### config.mk
export PLATFORM = sky130hd
export DESIGN_NAME = trap_controller_flat
export DESIGN_NICKNAME = d
export VERILOG_FILES = /design/src/rtl/trap_controller_pkg.sv /design/src/rtl/trap_controller_if.sv /design/src/rtl/trap_event_counter.sv /design/src/rtl/trap_controller.sv /design/src/flat_wrapper.sv
export SDC_FILE = /design/constraint.sdc
export NUM_CORES = 1
export LEC_CHECK = 0
export ABC_CLOCK_PERIOD_IN_PS = 3400
export CAP_MARGIN = 20
export CORE_MARGIN = 4
export CORE_UTILIZATION = 50
export DETAILED_ROUTE_END_ITERATION = 8
export MAX_ROUTING_LAYER = met4
export PLACE_DENSITY = 0.9
export SETUP_SLACK_MARGIN = 0.15
export SLEW_MARGIN = 10
export SYNTH_ARGS = -nofsm -noshare
export SYNTH_HDL_FRONTEND = slang
export SYNTH_SLANG_ARGS = --single-unit
### constraint.sdc
create_clock -name clk -period 3.4 [get_ports clk]
set_clock_uncertainty 0.1 [all_clocks]
set_input_delay 0.68 -clock clk [delete_from_list [all_inputs] [get_ports clk]]
set_output_delay 0.68 -clock clk [all_outputs]
set_load 0.05 [all_outputs]
### src/rtl/trap_controller_pkg.sv
// Shared types and constants for the trap controller: state encoding,
// cause codes, default handler vectors and the vector-to-cause decode.
package trap_controller_pkg;

   localparam int ADDR_W = 19;

   localparam logic [ADDR_W-1:0] DEF_DIV0_VEC = 19'h7FFF0;
   localparam logic [ADDR_W-1:0] DEF_OVF_VEC  = 19'h7FFF1;

   localparam logic [1:0] CAUSE_NONE = 2'b00;
   localparam logic [1:0] CAUSE_DIV0 = 2'b01;
   localparam logic [1:0] CAUSE_OVF  = 2'b10;
   localparam logic [1:0] CAUSE_DBL  = 2'b11;

   typedef enum logic [2:0] {
      S_IDLE,
      S_FLUSH,
      S_REDIRECT,
      S_HANDLER,
      S_RETURN,
      S_HALT
   } trap_state_e;

   // Unrecognised vectors are reported as overflow.
   function automatic logic [1:0] decode_cause(input logic [ADDR_W-1:0] vec,
                                               input logic [ADDR_W-1:0] div0_vec,
                                               input logic [ADDR_W-1:0] ovf_vec);
      if (vec == div0_vec)     return CAUSE_DIV0;
      else if (vec == ovf_vec) return CAUSE_OVF;
      else                     return CAUSE_OVF;
   endfunction

endpackage

### src/rtl/trap_controller_if.sv
// Bundle between EX-stage exception detect / fetch and the trap controller.
// Optional TRAP_COUNT_EN adds the trap counter and its clear.
interface trap_controller_if;
   import trap_controller_pkg::*;

   // Pipeline -> controller: single-cycle qualifiers, no backpressure.
   logic              exception;
   logic [ADDR_W-1:0] handler_address;
   logic [ADDR_W-1:0] ex_pc;
   logic              eret;

   // Controller -> pipeline / fetch, all registered.
   logic              flush;
   logic              pc_redirect;
   logic [ADDR_W-1:0] redirect_addr;
   logic [ADDR_W-1:0] epc;
   logic [1:0]        cause;
   logic              in_handler;
   logic              halted;
   trap_state_e       state;

`ifdef TRAP_COUNT_EN
   logic              count_clr;
   logic [15:0]       trap_count;
`endif

   modport master (
      output exception, handler_address, ex_pc, eret,
`ifdef TRAP_COUNT_EN
      output count_clr,
      input  trap_count,
`endif
      input  flush, pc_redirect, redirect_addr, epc, cause, in_handler, halted, state
   );

   modport slave (
      input  exception, handler_address, ex_pc, eret,
`ifdef TRAP_COUNT_EN
      input  count_clr,
      output trap_count,
`endif
      output flush, pc_redirect, redirect_addr, epc, cause, in_handler, halted, state
   );

endinterface

### src/rtl/trap_event_counter.sv
// Saturating event counter with synchronous clear; clear beats increment.
module trap_event_counter #(
   parameter int W = 16
) (
   input  logic         clk,
   input  logic         rst,
   input  logic         inc,
   input  logic         clr,
   output logic [W-1:0] count
);

   always_ff @(posedge clk) begin
      if (rst || clr)
         count <= '0;
      else if (inc && (count != {W{1'b1}}))
         count <= count + W'(1);
   end

endmodule

### src/rtl/trap_controller.sv
// Trap sequencer: latch PC/cause, flush, redirect to handler, return on eret.
// Optional macro TRAP_COUNT_EN adds a saturating trap counter.
module trap_controller
   import trap_controller_pkg::*;
#(
   parameter int                FLUSH_CYCLES = 2,
   parameter logic [ADDR_W-1:0] DIV0_VEC     = DEF_DIV0_VEC,
   parameter logic [ADDR_W-1:0] OVF_VEC      = DEF_OVF_VEC
) (
   input logic               clk,
   input logic               rst,
   trap_controller_if.slave  bus
);

   trap_state_e       state, state_n;
   logic [2:0]        cnt, cnt_n;
   logic [ADDR_W-1:0] target, target_n;
   logic [ADDR_W-1:0] epc, epc_n;
   logic [ADDR_W-1:0] redirect_addr, redirect_addr_n;
   logic [1:0]        cause, cause_n;
   logic              in_handler, in_handler_n;
   logic              flush, pc_redirect, halted;

   always_ff @(posedge clk) begin
      if (rst) begin
         state         <= S_IDLE;
         cnt           <= '0;
         target        <= '0;
         epc           <= '0;
         redirect_addr <= '0;
         cause         <= CAUSE_NONE;
         in_handler    <= 1'b0;
         flush         <= 1'b0;
         pc_redirect   <= 1'b0;
         halted        <= 1'b0;
      end else begin
         state         <= state_n;
         cnt           <= cnt_n;
         target        <= target_n;
         epc           <= epc_n;
         redirect_addr <= redirect_addr_n;
         cause         <= cause_n;
         in_handler    <= in_handler_n;
         flush         <= (state_n != S_IDLE) && (state_n != S_HANDLER);
         pc_redirect   <= (state_n == S_REDIRECT) || (state_n == S_RETURN);
         halted        <= (state_n == S_HALT);
      end
   end

   // Register values are computed for the state being entered, so every
   // output is a flop that reflects the current state.
   always_comb begin
      state_n         = state;
      cnt_n           = cnt;
      target_n        = target;
      epc_n           = epc;
      redirect_addr_n = redirect_addr;
      cause_n         = cause;
      in_handler_n    = in_handler;
      case (state)
         S_IDLE: begin
            if (bus.exception) begin
               epc_n    = bus.ex_pc;
               target_n = bus.handler_address;
               cause_n  = decode_cause(bus.handler_address, DIV0_VEC, OVF_VEC);
               cnt_n    = 3'(FLUSH_CYCLES);
               state_n  = S_FLUSH;
            end
         end
         S_FLUSH: begin
            // Inputs here come from squashed instructions and are ignored.
            if (cnt <= 3'd1) begin
               state_n         = S_REDIRECT;
               redirect_addr_n = target;
            end else begin
               cnt_n = cnt - 3'd1;
            end
         end
         S_REDIRECT: begin
            state_n      = S_HANDLER;
            in_handler_n = 1'b1;
         end
         S_HANDLER: begin
            if (bus.exception) begin
               state_n = S_HALT;
               cause_n = CAUSE_DBL;
            end else if (bus.eret) begin
               state_n         = S_RETURN;
               redirect_addr_n = epc + ADDR_W'(1);
            end
         end
         S_RETURN: begin
            state_n      = S_IDLE;
            in_handler_n = 1'b0;
            cause_n      = CAUSE_NONE;
         end
         S_HALT:  state_n = S_HALT;
         default: state_n = S_IDLE;
      endcase
   end

   assign bus.flush         = flush;
   assign bus.pc_redirect   = pc_redirect;
   assign bus.redirect_addr = redirect_addr;
   assign bus.epc           = epc;
   assign bus.cause         = cause;
   assign bus.in_handler    = in_handler;
   assign bus.halted        = halted;
   assign bus.state         = state;

`ifdef TRAP_COUNT_EN
   logic trap_start;
   assign trap_start = (state == S_IDLE) && bus.exception;

   trap_event_counter #(.W(16)) u_trap_event_counter (
      .clk   (clk),
      .rst   (rst),
      .inc   (trap_start),
      .clr   (bus.count_clr),
      .count (bus.trap_count)
   );
`endif

endmodule

### src/flat_wrapper.sv
// flat-port wrapper written by rule: the top's interface ports become plain ports
module trap_controller_flat import trap_controller_pkg::*;
#(
   parameter int                FLUSH_CYCLES = 2,
   parameter logic [ADDR_W-1:0] DIV0_VEC     = DEF_DIV0_VEC,
   parameter logic [ADDR_W-1:0] OVF_VEC      = DEF_OVF_VEC
)
  (clk, rst, bus_exception, bus_handler_address, bus_ex_pc, bus_eret, bus_flush, bus_pc_redirect, bus_redirect_addr, bus_epc, bus_cause, bus_in_handler, bus_halted, bus_state);
  trap_controller_if bus_i ();
  input logic clk;
  input logic rst;
  input wire logic [$bits(bus_i.exception)-1:0] bus_exception;
  input wire logic [$bits(bus_i.handler_address)-1:0] bus_handler_address;
  input wire logic [$bits(bus_i.ex_pc)-1:0] bus_ex_pc;
  input wire logic [$bits(bus_i.eret)-1:0] bus_eret;
  output wire logic [$bits(bus_i.flush)-1:0] bus_flush;
  output wire logic [$bits(bus_i.pc_redirect)-1:0] bus_pc_redirect;
  output wire logic [$bits(bus_i.redirect_addr)-1:0] bus_redirect_addr;
  output wire logic [$bits(bus_i.epc)-1:0] bus_epc;
  output wire logic [$bits(bus_i.cause)-1:0] bus_cause;
  output wire logic [$bits(bus_i.in_handler)-1:0] bus_in_handler;
  output wire logic [$bits(bus_i.halted)-1:0] bus_halted;
  output wire logic [$bits(bus_i.state)-1:0] bus_state;
  assign bus_i.exception = bus_exception;
  assign bus_i.handler_address = bus_handler_address;
  assign bus_i.ex_pc = bus_ex_pc;
  assign bus_i.eret = bus_eret;
  assign bus_flush = bus_i.flush;
  assign bus_pc_redirect = bus_i.pc_redirect;
  assign bus_redirect_addr = bus_i.redirect_addr;
  assign bus_epc = bus_i.epc;
  assign bus_cause = bus_i.cause;
  assign bus_in_handler = bus_i.in_handler;
  assign bus_halted = bus_i.halted;
  assign bus_state = bus_i.state;
  trap_controller #(.FLUSH_CYCLES(FLUSH_CYCLES), .DIV0_VEC(DIV0_VEC), .OVF_VEC(OVF_VEC)) u_core (.clk(clk), .rst(rst), .bus(bus_i));
endmodule
==> impl_metrics.prom, run 1 <==
# TYPE chip_impl_metric gauge
chip_impl_info{name="run_status",value="complete, no violations"} 1
chip_impl_metric{name="mappedNetlistArea",unit="um2"} 3210
chip_impl_metric{name="mappedNetlistNets",unit=""} 448
chip_impl_metric{name="worstPathArrival",unit="ns"} 1.89
chip_impl_info{name="critical_path.reg2reg.startpoint",value="u_core.bus.state[1]"} 1
chip_impl_metric{name="static_leakage",unit="nW"} 1.54
chip_impl_metric{name="final_nets",unit=""} 526
chip_impl_metric{name="flow.area_growth_from_synthesis",unit="%"} 34.8
chip_impl_metric{name="dp_hpwl",unit="um"} 6060
chip_impl_metric{name="first_pass_iters",unit=""} 4
chip_impl_metric{name="pwr-share-seq",unit="%"} 41.6
chip_impl_metric{name="numPortBuffers",unit=""} 88
chip_impl_info{name="grt_setup_unrepaired",value="false"} 1
chip_impl_metric{name="ioPinCount",unit=""} 89
chip_impl_info{name="min_path_type",value="flop to flop"} 1
chip_impl_metric{name="worst_slew_margin_rel",unit="%"} 43.8
chip_impl_metric{name="placement.setup.worst_slack",unit="ns"} 0.667
chip_impl_metric{name="grt_pass1_wl",unit="um"} 13600
chip_impl_info{name="slowest_stage_cell_crit_path",value="sky130_fd_sc_hd__clkdlybuf4s50_1"} 1
chip_impl_metric{name="synthesis.instances",unit=""} 403
chip_impl_metric{name="max-vdd-ir-drop",unit="uV"} 385
chip_impl_metric{name="worst-path-buf-inv",unit=""} 1
chip_impl_metric{name="gp_congestion",unit=""} 0.843
chip_impl_metric{name="clock-sinks",unit=""} 69
chip_impl_metric{name="power_switching_share",unit="%"} 36.1
chip_impl_info{name="critical_path.startpoint",value="u_core.bus.state[0]"} 1
chip_impl_metric{name="globalRouteTotalUtil",unit="%"} 23.3
chip_impl_metric{name="grt-ovfl-total",unit=""} 0
chip_impl_metric{name="grt_pass1_vias",unit=""} 2848
chip_impl_metric{name="r2r_setup_slack",unit="ns"} 1.10
chip_impl_metric{name="slowest_delay",unit="ns"} 0.92
chip_impl_metric{name="synthesis.yosys.warnings",unit=""} 0
chip_impl_metric{name="final_routed_wirelength",unit="um"} 8470
chip_impl_metric{name="power_per_cell_area",unit="nW/um2"} 555
chip_impl_metric{name="vias",unit=""} 3021
chip_impl_metric{name="insertion_delay",unit="ns"} 0.35
chip_impl_info{name="tritoncts",value="yes"} 1
chip_impl_metric{name="synth.ff_latch_count",unit=""} 69
chip_impl_metric{name="ctsHtreeMaxLevel",unit=""} 3
chip_impl_metric{name="async_flop_share",unit="%"} 0
chip_impl_info{name="worst_setup_path_start_kind",value="flop"} 1
chip_impl_metric{name="synth_area_per_cell",unit="um2"} 7.96
chip_impl_metric{name="num_antenna_cells",unit=""} 0
chip_impl_metric{name="core.rowCount",unit=""} 28
chip_impl_info{name="classification_of_the_worst_setup_path",value="flop to output pin"} 1
chip_impl_metric{name="setup_buffers_after_cts",unit=""} 0
chip_impl_metric{name="worst_slack",unit="ns"} 0.730
chip_impl_info{name="timing.critical_path.to_type",value="output pin"} 1
chip_impl_metric{name="via_per_inst",unit=""} 5.39
chip_impl_metric{name="number_of_cells_on_the_critical_path",unit=""} 1
chip_impl_info{name="worstPathCellList",value="clkdlybuf4s50_1"} 1
chip_impl_metric{name="die_x_extent",unit="um"} 88.1
chip_impl_metric{name="report.final.slew_viol_count",unit=""} 0
chip_impl_metric{name="wire_per_inst",unit="um"} 15.1
chip_impl_info{name="ys.flop_type",value="sky130_fd_sc_hd__dfxtp_1"} 1
chip_impl_metric{name="antenna_found_initial",unit=""} 0
chip_impl_metric{name="cts_buffers",unit=""} 9
chip_impl_metric{name="worstPathMaxFanout",unit=""} 17
chip_impl_metric{name="worst_slew_pin_slew",unit="ns"} 0.843
chip_impl_metric{name="final_layout_size_suffix_gt1_share",unit="%"} 8.02
chip_impl_metric{name="fmax",unit="GHz"} 0.375
chip_impl_info{name="timing.rr.end",value="u_core.bus.redirect_addr[6]"} 1
chip_impl_metric{name="synth_edf_count",unit=""} 0
chip_impl_metric{name="cell_internal_pwr",unit="mW"} 1.53
chip_impl_info{name="worst_setup_path_endpoint",value="bus_state[0]"} 1
chip_impl_info{name="synthDominantAreaCellType",value="sky130_fd_sc_hd__dfxtp_1"} 1
chip_impl_metric{name="post-route-drc-count",unit=""} 0
chip_impl_metric{name="worstRegToRegCells",unit=""} 5
chip_impl_info{name="synth.area.top_cells",value="sky130_fd_sc_hd__dfxtp_1 (43%), sky130_fd_sc_hd__nand2_1 (11%), sky130_fd_sc_hd__a21oi_1 (9.4%)"} 1
chip_impl_metric{name="p_comb_share",unit="%"} 31.4
chip_impl_metric{name="synth.yosys.seq_area_share",unit="%"} 43.1
chip_impl_metric{name="number_of_setup_violations_in_the_final_report",unit=""} 0
chip_impl_metric{name="clkTransAtPathRegs",unit="ns"} 0.07
chip_impl_metric{name="maxCapViolCount",unit=""} 0
chip_impl_metric{name="grt_start_max_net_pins",unit=""} 45
chip_impl_metric{name="final_min_period_over_clock_period",unit="%"} 78.5
chip_impl_metric{name="crit_required",unit="ns"} 2.62
chip_impl_info{name="clk_root_buffer_cell",value="sky130_fd_sc_hd__clkbuf_8"} 1
chip_impl_metric{name="accumulated_negative_setup_slack",unit="ns"} 0
chip_impl_metric{name="cts.path.max_buffers",unit=""} 2
chip_impl_info{name="critPathTopFamily",value="buffers and inverters"} 1
chip_impl_info{name="netlist_top_cells_count",value="sky130_fd_sc_hd__nand2_1 (94), sky130_fd_sc_hd__dfxtp_1 (69), sky130_fd_sc_hd__a21oi_1 (60)"} 1
chip_impl_metric{name="die-height",unit="um"} 88.1
chip_impl_metric{name="drtAntennaViolNets",unit=""} 0
chip_impl_metric{name="synthDominantCellAreaShare",unit="%"} 43.1
chip_impl_metric{name="share_clk_of_total_power",unit="%"} 27.0
chip_impl_metric{name="final-hold-violation-count",unit=""} 0
chip_impl_metric{name="netSwitchingPower",unit="mW"} 0.867
chip_impl_metric{name="starting_utilization_of_the_core_area",unit="%"} 52.9
chip_impl_metric{name="core",unit="um2"} 6060
chip_impl_metric{name="min_period",unit="ns"} 2.67
chip_impl_metric{name="post_cts.resized_instances",unit=""} 0
chip_impl_metric{name="drt-initial-drc-count",unit=""} 253
chip_impl_metric{name="post_synth_num_cell_types",unit=""} 47
chip_impl_metric{name="die_area",unit="um2"} 7760
chip_impl_metric{name="post_cts_hold_buffer_count",unit=""} 0
chip_impl_info{name="post-synth-top-count-cell",value="sky130_fd_sc_hd__nand2_1"} 1
==> placed cells by master (no fill, tap or decap), types with 9 or more instances in the layout <==
master	n
sky130_fd_sc_hd__nor2_1	29
sky130_fd_sc_hd__inv_1	10
sky130_fd_sc_hd__nand2_1	94
sky130_fd_sc_hd__xnor2_1	11
sky130_fd_sc_hd__a211o_1	11
sky130_fd_sc_hd__dfxtp_1	69
sky130_fd_sc_hd__clkdlybuf4s50_1	87
sky130_fd_sc_hd__nand3_1	9
sky130_fd_sc_hd__clkbuf_8	10
sky130_fd_sc_hd__a21oi_1	60
==> power groups by stage <==
stage	clock (mW)	combinational, mW	sequential (mW)
2_1_floorplan	0	0.331	1.17
3_3_place_gp	0	0.730	1.01
3_5_place_dp	0	0.749	1.01
4_1_cts	0.657	0.754	0.996
5_1_grt	0.691	0.810	1.01
6_report	0.648	0.754	0.999
==> metrics by stage <==
step	cells	total power, mW	util [%]	cell area (um2)	hold WS [ns]
floorplan	403	1.50	-	3210	0.331
global placement	545	1.74	68.2	4130	0.339
detailed placement	545	1.76	68.2	4130	0.349
CTS	561	2.41	71.3	4320	0.359
global route	561	2.51	71.3	4320	0.384
finish	561	2.40	71.3	4320	0.358
==> registers in the layout, summed over array words and instances (netlist names) <==
signal and count:
u_core.bus.in_handler 1, u_core.bus.epc 19, u_core.cnt 3, u_core.bus.redirect_addr 19
u_core.bus.flush 1, u_core.bus.pc_redirect 1, u_core.bus.state 3, u_core.bus.cause 2
u_core.target 19, u_core.bus.halted 1
==> cell type report <==
type,instances,area [um2]
clock buffers,11,141
fillers,469,1740
multi-input cells,297,1690
clock inverters,5,50.0
inverters,10,37.5
repair buffers,94,933
flip-flops and latches,69,1380
well taps,75,93.8
==> layer usage <==
layer	part of all wire [%]	vias up	track usage, %
met2	48	122	36.3
met4	1.8	0	10.6
met5	0	-	-
met1	44	1355	29.9
met3	6.5	10	3.20
li1	-	1534	-
==> tightest hold or removal path, stage by stage (launching register included) <==
cell and delay [ns]:
sky130_fd_sc_hd__dfxtp_1 0.31, sky130_fd_sc_hd__nand2_1 0.05, sky130_fd_sc_hd__a21oi_1 0.05
==> cell families after synthesis <==
logic type,Yosys count,share of synthesized area (%)
flip-flops,69,43.1
buffers and inverters,37,4.64
AO/OA/AOI/OAI,92,17.5
multiplexers,6,1.91
XOR/XNOR,16,4.37
AND/OR/NAND/NOR,180,27.4
adder cells (fa/ha/maj),3,1.17
==> how the worst min path moves through the flow <==
stage,start,to,slack [ns],cells past startpoint
floorplan,u_core.target[18],u_core.target[18],0.33,2
global placement,u_core.target[15],u_core.target[15],0.34,2
detailed placement,u_core.bus.redirect_addr[2],u_core.bus.redirect_addr[2],0.35,2
CTS,u_core.bus.redirect_addr[2],u_core.bus.redirect_addr[2],0.36,2
global route,u_core.target[5],u_core.target[5],0.38,2
finish,u_core.bus.redirect_addr[2],u_core.bus.redirect_addr[2],0.36,2
(Power assumes the default switching activity.)
==> run 2: changes to the inputs <==
Settings changed: ABC_CLOCK_PERIOD_IN_PS 3400 to 2700, CORE_UTILIZATION 50 to 48, PLACE_DENSITY 0.9 to 0.87.
Clock period 3.4 ns to 2.7 ns, I/O delays scaled along.
==> run 2 against run 1 <==
Against the previous run: global-route usage fell by 1.5 points; clock-buffer cell count rose by 4; routed wire length is 0.18% higher; highest routed layer unchanged; combinational power grew 29%; setup slack lost 0.39 ns; clock power grew 16%; via count increased by 1.6%; worst hold slack improved by 0.0033 ns.
==> impl_metrics.prom, run 2 (synthesis results as in run 1) <==
# TYPE chip_impl_metric gauge
chip_impl_info{name="run_status",value="complete, no violations"} 1
chip_impl_metric{name="ctsHtreeMaxLevel",unit=""} 3
chip_impl_metric{name="pwr-share-seq",unit="%"} 41.8
chip_impl_metric{name="starting_utilization_of_the_core_area",unit="%"} 49.9
chip_impl_metric{name="via_per_inst",unit=""} 5.42
chip_impl_metric{name="clock-sinks",unit=""} 69
chip_impl_info{name="grt_setup_unrepaired",value="false"} 1
chip_impl_metric{name="final_layout_size_suffix_gt1_share",unit="%"} 7.98
chip_impl_metric{name="grt-ovfl-total",unit=""} 0
chip_impl_info{name="worstPathCellList",value="clkdlybuf4s50_1"} 1
chip_impl_metric{name="numPortBuffers",unit=""} 88
chip_impl_metric{name="grt_pass1_wl",unit="um"} 14100
chip_impl_metric{name="cts.path.max_buffers",unit=""} 2
chip_impl_metric{name="netSwitchingPower",unit="mW"} 1.09
chip_impl_metric{name="flow.area_growth_from_synthesis",unit="%"} 35.0
chip_impl_info{name="slowest_stage_cell_crit_path",value="sky130_fd_sc_hd__clkdlybuf4s50_1"} 1
chip_impl_metric{name="report.final.slew_viol_count",unit=""} 0
chip_impl_metric{name="number_of_setup_violations_in_the_final_report",unit=""} 0
chip_impl_metric{name="die_x_extent",unit="um"} 89.7
chip_impl_metric{name="placed_area",unit="um2"} 4160
chip_impl_metric{name="die_area",unit="um2"} 8050
chip_impl_metric{name="ioPinCount",unit=""} 89
chip_impl_metric{name="maxCapViolCount",unit=""} 0
chip_impl_metric{name="final_min_period_over_clock_period",unit="%"} 87.2
chip_impl_metric{name="placement.setup.worst_slack",unit="ns"} 0.316
chip_impl_metric{name="grt_pass1_vias",unit=""} 2948
chip_impl_metric{name="p_comb_share",unit="%"} 32.8
chip_impl_info{name="layout.cells.most_common_list",value="sky130_fd_sc_hd__nand2_1 (94), sky130_fd_sc_hd__clkdlybuf4s50_1 (87), sky130_fd_sc_hd__dfxtp_1 (69)"} 1
chip_impl_metric{name="vias",unit=""} 3068
chip_impl_metric{name="post_cts.resized_instances",unit=""} 0
chip_impl_metric{name="fmax",unit="GHz"} 0.425
chip_impl_metric{name="antenna_found_initial",unit=""} 0
chip_impl_metric{name="slowest_delay",unit="ns"} 0.87
chip_impl_metric{name="worst-path-buf-inv",unit=""} 1
chip_impl_metric{name="first_pass_iters",unit=""} 4
chip_impl_metric{name="share_clk_of_total_power",unit="%"} 25.4
chip_impl_info{name="worst_setup_path_start_kind",value="flop"} 1
chip_impl_metric{name="worst_slack",unit="ns"} 0.344
chip_impl_metric{name="insertion_delay",unit="ns"} 0.34
chip_impl_info{name="layout_top_registers",value="u_core.bus.epc (19), u_core.bus.redirect_addr (19), u_core.target (19)"} 1
chip_impl_metric{name="cts_buffers",unit=""} 9
chip_impl_metric{name="num_antenna_cells",unit=""} 0
chip_impl_metric{name="power_switching_share",unit="%"} 36.7
chip_impl_metric{name="core",unit="um2"} 6420
chip_impl_metric{name="drtAntennaViolNets",unit=""} 0
chip_impl_metric{name="globalRouteTotalUtil",unit="%"} 21.7
chip_impl_metric{name="static_leakage",unit="nW"} 1.54
chip_impl_metric{name="setup_buffers_after_cts",unit=""} 0
chip_impl_metric{name="post_cts_hold_buffer_count",unit=""} 0
chip_impl_metric{name="post-route-cell-area",unit="um2"} 4330
chip_impl_metric{name="cell_internal_pwr",unit="mW"} 1.87
chip_impl_metric{name="power_per_cell_area",unit="nW/um2"} 684
chip_impl_metric{name="final-hold-violation-count",unit=""} 0
chip_impl_metric{name="drt-initial-drc-count",unit=""} 251
chip_impl_info{name="classification_of_the_worst_setup_path",value="flop to output pin"} 1
chip_impl_metric{name="accumulated_negative_setup_slack",unit="ns"} 0
chip_impl_info{name="critPathTopFamily",value="buffers and inverters"} 1
chip_impl_metric{name="min_period",unit="ns"} 2.36
chip_impl_metric{name="max-vdd-ir-drop",unit="uV"} 407
chip_impl_metric{name="worst_slew_margin_rel",unit="%"} 64.7
chip_impl_metric{name="final_routed_wirelength",unit="um"} 8490
chip_impl_metric{name="worst_slew_pin_slew",unit="ns"} 0.528
chip_impl_metric{name="core.rowCount",unit=""} 29
chip_impl_metric{name="worstPathArrival",unit="ns"} 1.72
chip_impl_info{name="clk_root_buffer_cell",value="sky130_fd_sc_hd__clkbuf_8"} 1
chip_impl_metric{name="die-height",unit="um"} 89.7
chip_impl_info{name="min_path_type",value="flop to flop"} 1
chip_impl_info{name="tritoncts",value="yes"} 1
chip_impl_metric{name="grt_start_max_net_pins",unit=""} 41
chip_impl_metric{name="totalPowerFinal",unit="mW"} 2.96
chip_impl_metric{name="post-route-drc-count",unit=""} 0
chip_impl_metric{name="wire_per_inst",unit="um"} 15.0
chip_impl_metric{name="worstPathMaxFanout",unit=""} 8
chip_impl_info{name="timing.critical_path.to_type",value="output pin"} 1
chip_impl_metric{name="gp_congestion",unit=""} 0.848
chip_impl_metric{name="final_nets",unit=""} 529
chip_impl_metric{name="crit_required",unit="ns"} 2.06
chip_impl_info{name="mostFrequentLayoutCell",value="sky130_fd_sc_hd__nand2_1"} 1
chip_impl_metric{name="dp_hpwl",unit="um"} 6080
chip_impl_metric{name="clkTransAtPathRegs",unit="ns"} 0.07
[run 2: changes by cell type in the layout (fill, tap and decap cells not counted)]
cell,delta
sky130_fd_sc_hd__clkbuf_1,+3
sky130_fd_sc_hd__clkbuf_8,+1
sky130_fd_sc_hd__buf_4,+3
sky130_fd_sc_hd__bufinv_16,-1
sky130_fd_sc_hd__clkinv_2,-3
[run 2: path summary, 6_finish.rpt]
path	from	end	slack [ns]	cells after the start
setup / recovery	u_core.bus.epc[13]	bus_epc[13]	0.34	1
hold / removal	u_core.bus.redirect_addr[2]	u_core.bus.redirect_addr[2]	0.36	2
setup reg to reg	u_core.bus.epc[0]	u_core.bus.redirect_addr[16]	0.58	6
hold reg to reg	u_core.bus.redirect_addr[2]	u_core.bus.redirect_addr[2]	0.36	2
[run 2: worst min-delay path, delay by kind of cell (launching register included)]
kind / cells / cell delay [ns]
AO/OA/AOI/OAI: 1 / 0.05
flip-flops: 1 / 0.32
AND/OR/NAND/NOR: 1 / 0.05
[run 2: power groups by stage]
| stage | logic (mW) | registers, mW | clock network [mW] |
|---|---|---|---|
| detailed placement | 0.965 | 1.26 | 0 |
| finish | 0.970 | 1.24 | 0.753 |
| global placement | 0.946 | 1.25 | 0 |
| CTS | 0.971 | 1.24 | 0.755 |
| global route | 1.05 | 1.25 | 0.803 |
| floorplan | 0.417 | 1.47 | 0 |
[run 2: metal layers]
layer  GRT usage (%)  routed length (um)
met1            27.9                3840
met2            34.0                4010
met3            3.17                 417
met4            9.96                 221
met5               -                   0
[run 2: stage by stage]
stage | cells | hold slack (ns) | util (%)
2_1_floorplan | 403 | 0.331 | -
3_3_place_gp | 550 | 0.341 | 64.7
3_5_place_dp | 550 | 0.351 | 64.7
4_1_cts | 566 | 0.361 | 67.4
5_1_grt | 566 | 0.378 | 67.4
6_report | 566 | 0.362 | 67.4
[run 2: area by class of cell]
| cell class | count | area (um2) |
|---|---|---|
| fillers | 527 | 2090 |
| well taps | 77 | 96.3 |
| multi-input cells | 297 | 1690 |
| inverters | 10 | 37.5 |
| clock inverters | 1 | 5.00 |
| flip-flops and latches | 69 | 1380 |
| repair buffers | 97 | 956 |
| clock buffers | 15 | 166 |
